<file path="src/rtl/fetch_inst_queue.sv">
// fetch_inst_queue: buffers inst SRAM responses between Fetch and Decode.
// A pending slot holds each request's tag until the SRAM answers on the next cycle.
module fetch_inst_queue #(
  parameter int          DEPTH    = 4,
  parameter logic [31:0] NOP_INST = 32'h0340_0000
) (
  input  logic        clk,
  input  logic        rst,
  input  logic        req_valid,
  input  logic [31:0] req_pc,
  input  logic        req_ex,
  input  logic [7:0]  req_ecode,
  input  logic        req_esubcode,
  input  logic [31:0] inst_sram_rdata,
  input  logic        flush,
  output logic        q_allowin,
  output logic        out_valid,
  input  logic        out_ready,
  output logic [73:0] out_bus
);
  localparam int AW = $clog2(DEPTH);
  localparam int CW = AW + 1;
  logic [73:0]   mem_q [DEPTH];
  logic [AW-1:0] wptr_q, wptr_d, rptr_q, rptr_d;
  logic [CW-1:0] count_q, count_d;
  logic          pend_q, pend_d;
  logic [41:0]   pbus_q, pbus_d;
  logic          accept, push, pop;
  // pending counts as occupied so its response always has a free slot
  assign q_allowin = (count_q + CW'(pend_q)) < CW'(DEPTH);
  assign out_valid = count_q != '0;
  assign out_bus   = mem_q[rptr_q];
  assign accept    = req_valid && q_allowin && !flush;
  assign push      = pend_q && !flush;
  assign pop       = out_valid && out_ready && !flush;
  always_comb begin
    pend_d  = accept;
    pbus_d  = accept ? {req_pc, req_ex, req_ecode, req_esubcode} : pbus_q;
    wptr_d  = flush ? '0 : wptr_q + AW'(push);
    rptr_d  = flush ? '0 : rptr_q + AW'(pop);
    count_d = flush ? '0 : count_q + CW'(push) - CW'(pop);
  end
  always_ff @(posedge clk) begin
    if (rst) begin
      pend_q  <= 1'b0;
      pbus_q  <= '0;
      wptr_q  <= '0;
      rptr_q  <= '0;
      count_q <= '0;
    end else begin
      pend_q  <= pend_d;
      pbus_q  <= pbus_d;
      wptr_q  <= wptr_d;
      rptr_q  <= rptr_d;
      count_q <= count_d;
    end
  end
  // faulting fetches carry NOP_INST so Decode sees a harmless word
  always_ff @(posedge clk) begin
    if (!rst && push)
      mem_q[wptr_q] <= {pbus_q[41:10], pbus_q[9] ? NOP_INST : inst_sram_rdata, pbus_q[9:0]};
  end
endmodule
</file>
<file path="config.mk">
export PLATFORM = sky130hd
export DESIGN_NAME = fetch_inst_queue
export DESIGN_NICKNAME = d
export VERILOG_FILES = /design/src/rtl/fetch_inst_queue.sv
export SDC_FILE = /design/constraint.sdc
export NUM_CORES = 1
export LEC_CHECK = 0
export ABC_AREA = 1
export ABC_CLOCK_PERIOD_IN_PS = 24100
export BUFFER_PORTS_ARGS = -buffer_cell sky130_fd_sc_hd__buf_2
export CAP_MARGIN = 20
export CORE_MARGIN = 4
export CORE_UTILIZATION = 54
export CTS_BUF_LIST = sky130_fd_sc_hd__clkbuf_2 sky130_fd_sc_hd__clkbuf_4 sky130_fd_sc_hd__clkbuf_8
export CTS_CLUSTER_SIZE = 14
export DETAILED_ROUTE_END_ITERATION = 10
export PLACE_DENSITY = 0.79
export SETUP_SLACK_MARGIN = 0.05
export SLEW_MARGIN = 25
export SYNTH_ARGS = -nofsm -noshare
export SYNTH_HDL_FRONTEND = slang
export SYNTH_SLANG_ARGS = --single-unit
</file>
<file path="constraint.sdc">
create_clock -name clk -period 24.1 [get_ports clk]
set_input_delay 7.23 -clock clk [delete_from_list [all_inputs] [get_ports clk]]
set_output_delay 7.23 -clock clk [all_outputs]
set_load 0.02 [all_outputs]
</file>
==> results of run 1 <==
==> routing by layer <==
layer / GRT usage, % / vias up / part of all wire [%]
met3: 4.37 / 24 / 8.4
met5: 0 / - / 0
met1: 27.8 / 4017 / 42
met4: 4.80 / 0 / 1.1
met2: 33.8 / 340 / 48
li1: - / 4025 / -
==> where the power goes <==
| part | total (mW) | switching (mW) | leakage, nW | internal, mW |
|---|---|---|---|---|
| logic | 0.0318 | 0.0205 | 1.75 | 0.0113 |
| clock network | 0.491 | 0.208 | 0.591 | 0.282 |
| registers | 0.660 | 0.00453 | 2.94 | 0.655 |
| total | 1.18 | 0.233 | 5.28 | 0.949 |
==> cell usage in the layout, fill, tap and decap left out <==
cell type  synthesis  routed
dfxtp_1           50      48
nor2_4             1       1
nand2_2            1       1
xnor2_1            3       3
inv_1             41      40
nor3_2             0       4
o22ai_1           74      74
o21bai_1           1       1
o21ai_0          113     113
nand4_1            2       2
buf_6             10       2
dfxtp_2            0       1
buf_4             14      12
o21ai_1           35      35
edfxtp_1         296     296
buf_2              8     154
nand2_1           49      49
nand2_4            1       1
inv_4              0       1
nand3_1           44      44
fa_1               1       1
or2_2              4       4
nor2_1           188     188
inv_2              1       1
ha_1               2       2
dfxtp_4            0       1
a21oi_1           43      43
clkinv_1           0       8
clkbuf_4           0      15
clkbuf_8           0      60
clkinv_2           0       9
bufinv_16          0       3
==> final cells by class <==
cell class / count / area [um2] / area share [%]
clock inverters: 20 / 165 / 1.09
repair buffers: 168 / 883 / 5.83
flip-flops and latches: 346 / 9890 / 65.3
multi-input cells: 566 / 2710 / 17.9
inverters: 42 / 160 / 1.06
well taps: 319 / 399 / 2.63
clock buffers: 75 / 938 / 6.19
==> sequential cells by signal, summed over array words and instances (netlist names) <==
| register | cells |
|---|---|
| wptr_q | 2 |
| count_q | 3 |
| pend_q | 1 |
| pbus_q | 42 |
| rptr_q | 2 |
| mem_q | 296 |
==> cell families (layout without fill, tap and decap cells) <==
group / Yosys count / count (layout) / share of synthesized area [%]
buf+inv: 110 / 305 / 4.20
compound gates: 266 / 266 / 10.9
flops: 346 / 346 / 75.3
xor+xnor: 3 / 3 / 0.200
simple gates: 294 / 294 / 9.11
fa+ha+maj: 3 / 3 / 0.343
==> final timing paths <==
check / start / to / cells past startpoint
worst max-delay path: rptr_q[0] / out_bus[13] / 5
worst min-delay path: pbus_q[25] / mem_q[0][57] / 0
worst max register to register: pend_q / mem_q[0][68] / 4
worst min register to register: pbus_q[25] / mem_q[0][57] / 0
==> metrics by stage <==
step | hold slack, ns | cell area (um2) | instances | util (%) | power (mW)
3_5_place_dp | 0.487 | 14000 | 1441 | 59.3 | 0.704
3_3_place_gp | 0.479 | 14000 | 1441 | 59.3 | 0.703
5_1_grt | 0.520 | 15200 | 1536 | 64.0 | 1.23
2_1_floorplan | 0.460 | 13100 | 1022 | - | 0.690
6_report | 0.498 | 15200 | 1536 | 64.0 | 1.18
4_1_cts | 0.503 | 15200 | 1536 | 64.0 | 1.19
==> worst max-delay path, delay by kind of cell (launching register included) <==
kind,cells,cell delay (ns)
buffers and inverters,3,1.57
flip-flops,1,0.47
AO/OA/AOI/OAI,2,0.43
==> run summary, run 1 <==
Status = complete, no violations
Crit. End Element = output port
Share of layout cells above drive strength 1 = 22.2%
Setup TNS = 0 ns
GRT overflow = 0
Synth Flop Type = edfxtp_1
Root Buffer = clkbuf_8
Area Growth Syn to Fin = 15.4%
Initial DRC count = 627
EDFF count, synth = 296
CTS buffer count = 51
Top post-synthesis cells by count = 296 x edfxtp_1, 188 x nor2_1, 113 x o21ai_0
Hold Crit Class = flop to flop
CP Class = flop to output port
Crit path arrival time = 3.11 ns
Asr flop ratio synth = 0%
I/O Pins = 155
Yosys cell types = 26
Max Fanout on Critical Path = 84
Final ANT Viol Nets = 0
Filler cells = 1830
Max-slew headroom = 34.8%
DRC Markers = 0
Fmax = 96.7 MHz
Top cell type's share of synthesized area = 67.7%
Max-cap violation count = 0
Seq/Total Area, Yosys = 75.3%
Final setup margin = 13.76 ns
WL/cell = 17.9 um
# setup viols final = 0
Setup Fix Bufs, Post-CTS = 0
Fin crit share = 42.9%
Vias in the first global route = 8321
Post-Synthesis Cells = 1022
Period minus WS final = 10.34 ns
Final Skew = 0.0188 ns
Startpoint Class = flop
All-Layer GR Usage = 20.3%
Cts hold-fix bufs = 0
Cell taking the most area after synthesis = edfxtp_1
H-tree levels = 2
Diodes inserted = 0
VDD IR max = 0.0497 mV
Global placement routability congestion = 0.733
Antenna violations before repair = 0
Initial Util = 55.5%
DR vias = 8406
Clk slew on worst S/H paths = 0.06 ns
Final Net Count = 1257
Worst path max stage delay = 0.69 ns
Die span in y = 164 um
Pre-CTS WS = 14.35 ns
Final Hold Vio Count = 0
Ys Warns = 0
Avg Cell Area, Syn = 12.9 um2
Lkg Pwr = 5.28 nW
Most common cell in the netlist = edfxtp_1
Seq cells post-synth = 346
TritonCTS clock tree = built
Clk_lat worst skew = 0.55 ns
Detailed Route WL = 27500 um
CP Cell Sequence = inv_4 > buf_4 > o21ai_0 > o22ai_1 > buf_2
DPL Wire Length = 14800 um
DR pass1 iterations = 5
Global-route wire length before repair = 43100 um
Pwr/cell area = 78.0 nW/um2
Vias/cell = 5.47
FF-to-FF setup slack = 21.88 ns
Core Region = 23700 um2
Slew Limit Fails = 0
CP max stage cell = buf_4
Largest net degree at the start of global routing = 112
Mapped cell area = 13100 um2
Post-CTS Resized = 0
Row cnt = 56
Clock Path Buffers = 3
Worst Path Required = 16.87 ns
Tightest Pin Transition = 0.978 ns
Die Area = 26900 um2
Port bufs = 154
Clock sinks = 346
RSZ-0062 raised after global routing = no
Top cells by area, synth = edfxtp_1 68%, dfxtp_1 7.6%, nor2_1 5.4%
Syn nets = 1104
Die W = 164 um
No activity file was read; power rests on OpenSTA's default activity.
==> run 2, diff against run 1 <==
--- a/config.mk
+++ b/config.mk
@@ -6,7 +6,7 @@
 export NUM_CORES = 1
 export LEC_CHECK = 0
 export ABC_AREA = 1
-export ABC_CLOCK_PERIOD_IN_PS = 24100
+export ABC_CLOCK_PERIOD_IN_PS = 10700
 export BUFFER_PORTS_ARGS = -buffer_cell sky130_fd_sc_hd__buf_2
 export CAP_MARGIN = 20
 export CORE_MARGIN = 4
==> constraint.sdc (replaced) <==
create_clock -name clk -period 10.7 [get_ports clk]
set_input_delay 3.21 -clock clk [delete_from_list [all_inputs] [get_ports clk]]
set_output_delay 3.21 -clock clk [all_outputs]
set_load 0.02 [all_outputs]
==> run 2 against run 1 <==
Cell area fell by 0.21%. Wire length rose by 2.4%. Via count rose by 0.44%. First-iteration DRC count fell by 5.1%. Largest power group unchanged.
==> run summary, run 2 (same netlist as run 1, synthesis figures left out) <==
# setup viols final = 0 (unchanged)
Cts hold-fix bufs = 0 (unchanged)
VDD IR max = 0.0933 mV (was 0.0497 mV)
Power Internal = 2.10 mW (was 0.949 mW)
Slew Limit Fails = 0 (unchanged)
Global-route wire length before repair = 43300 um (was 43100 um)
Pwr/cell area = 174 nW/um2 (was 78.0 nW/um2)
Vias in the first global route = 8402 (was 8321)
Max-slew headroom = 41.4% (was 34.8%)
Hold_sp = pbus_q[29] (was pbus_q[25])
FF/Latch Area = 9890 um2 (unchanged)
Largest regs = mem_q: 296 flops, pbus_q: 42 flops, count_q: 3 flops (unchanged)
Clock sinks = 346 (unchanged)
Final std cells w/o fill = 1538 (was 1536)
Combinational cell fraction of total power = 2.7% (about the same)
Status = complete, no violations (unchanged)
Most frequent cells in the layout = 296 x edfxtp_1, 188 x nor2_1, 154 x buf_2 (unchanged)
All-Layer GR Usage = 20.6% (was 20.3%)
Hold Crit Class = flop to flop (unchanged)
Startpoint Class = flop (unchanged)
Reg with most FFs = mem_q (unchanged)
Tightest Pin Transition = 0.879 ns (was 0.978 ns)
CP Class = flop to output port (unchanged)
Clk slew on worst S/H paths = 0.06 ns (about the same)
Final Skew = 0.0154 ns (was 0.0188 ns)
Die span in y = 164 um (unchanged)
Clk_lat worst skew = 0.57 ns (was 0.55 ns)
TritonCTS clock tree = built (unchanged)
Core Region = 23700 um2 (unchanged)
Crit. End Element = output port (unchanged)
Commonest non-fill, non-tap cell in the layout = edfxtp_1 (unchanged)
Max-cap violation count = 0 (unchanged)
Max Fanout on Critical Path = 84 (unchanged)
Multi-input gate area = 2710 um2 (unchanged)
Reg2Reg Depth = 4 (unchanged)
Worst Path Required = 7.49 ns (was 16.87 ns)
Final Hold Vio Count = 0 (unchanged)
Crit path launch = rptr_q[0] (unchanged)
Global placement routability congestion = 0.721 (was 0.733)
Vias/cell = 5.49 (was 5.47)
DR vias = 8443 (was 8406)
GRT overflow = 0 (unchanged)
Die W = 164 um (unchanged)
Hold WS = 0.498 ns (about the same)
Largest register FFs = 296 (unchanged)
Worst r2r src = rptr_q[0] (was pend_q)
Initial DRC count = 595 (was 627)
Final ANT Viol Nets = 0 (unchanged)
Setup TNS = 0 ns (unchanged)
Fmax = 156 MHz
Area Growth Syn to Fin = 15.1% (was 15.4%)
Filler cells = 1864 (was 1830)
Period minus WS final = 6.39 ns
Net Sw Power = 0.534 mW (was 0.233 mW)
Detailed Route WL = 28100 um (was 27500 um)
Share of layout cells above drive strength 1 = 22.2% (about the same)
DPL Wire Length = 14900 um (was 14800 um)
Worst path max stage delay = 0.71 ns (was 0.69 ns)
Post-CTS Resized = 0 (unchanged)
Root Buffer = clkbuf_8 (unchanged)
Diodes inserted = 0 (unchanged)
Antenna violations before repair = 1 (was 0)
Port bufs = 154 (unchanged)
Fin crit share = 59.7%
Placed cells = 1440 (was 1441)
I/O Pins = 155 (unchanged)
Crit path arrival time = 3.18 ns (was 3.11 ns)
Part of the power in registers = 56.3% (was 55.8%)
FF-to-FF setup slack = 8.47 ns (was 21.88 ns)
Initial Util = 55.5% (unchanged)
CTS buffer count = 52 (was 51)
Row cnt = 56 (unchanged)
CP endpoint = out_bus[10] (was out_bus[13])
Capturing point of the worst reg2reg path = rptr_q[1] (was mem_q[0][68])
RSZ-0062 raised after global routing = no (unchanged)
Setup Fix Bufs, Post-CTS = 0 (unchanged)
Clock share of power = 41.0% (was 41.5%)
Clock Path Buffers = 3 (unchanged)
DRC Markers = 0 (unchanged)
Sw Share = 20.3% (was 19.7%)
H-tree levels = 2 (unchanged)
Lkg Pwr = 5.25 nW (was 5.28 nW)
Final Net Count = 1257 (unchanged)
Largest net degree at the start of global routing = 85 (was 112)
CP max stage cell = inv_4 (was buf_4)
CP Cell Sequence = inv_4 > buf_4 > o21ai_0 > o22ai_1 > buf_2 (unchanged)
DR pass1 iterations = 5 (unchanged)
Die Area = 26900 um2 (unchanged)
WL/cell = 18.3 um (was 17.9 um)
==> run 2: through the flow <==
| stage | cell area, um2 | setup slack (ns) | total power [mW] | utilization [%] |
|---|---|---|---|---|
| global placement | 14000 | 4.93 | 1.58 | 59.3 |
| CTS | 15100 | 4.22 | 2.66 | 63.9 |
| finish | 15100 | 4.31 | 2.64 | 63.9 |
| detailed placement | 14000 | 4.84 | 1.59 | 59.3 |
| global route | 15100 | 4.01 | 2.74 | 63.9 |
| floorplan | 13100 | 1.49 | 1.55 | - |
==> run 2: critical path: cells and delay by family, from the launching register on <==
kind | cells | cell delay, ns
AOI/OAI and AO/OA | 2 | 0.43
buffers and inverters | 3 | 1.59
DFF | 1 | 0.56
==> run 2: area by class of cell <==
cell class	instances	area share [%]
inverter	42	1.06
timing repair buffer	167	5.82
sequential	346	65.4
tap	319	2.64
clock buffer	77	6.10
multi-input combinational	566	17.9
clock inverter	21	1.02
==> run 2: power groups by stage <==
stage	combinational [mW]	sequential (mW)	clock [mW]
6_report	0.0719	1.49	1.08
5_1_grt	0.0802	1.49	1.17
4_1_cts	0.0731	1.49	1.10
3_5_place_dp	0.0728	1.51	0
3_3_place_gp	0.0706	1.51	0
2_1_floorplan	0.0420	1.51	0
==> run 2: metal layers <==
layer,vias up,routed length [um],track usage (%)
met2,296,14000,35.8
met3,51,2070,4.32
met5,-,7,0
met4,2,527,6.63
li1,4018,-,-
met1,4076,11500,26.0
==> run 2: how the worst min path moves through the flow <==
stage | endpoint | slack (ns) | cells after the start
finish | mem_q[2][61] | 0.50 | 0
detailed placement | mem_q[0][53] | 0.48 | 0
floorplan | mem_q[0][0] | 0.46 | 0
global placement | mem_q[2][65] | 0.48 | 0
global route | mem_q[0][52] | 0.52 | 0
CTS | mem_q[2][61] | 0.50 | 0
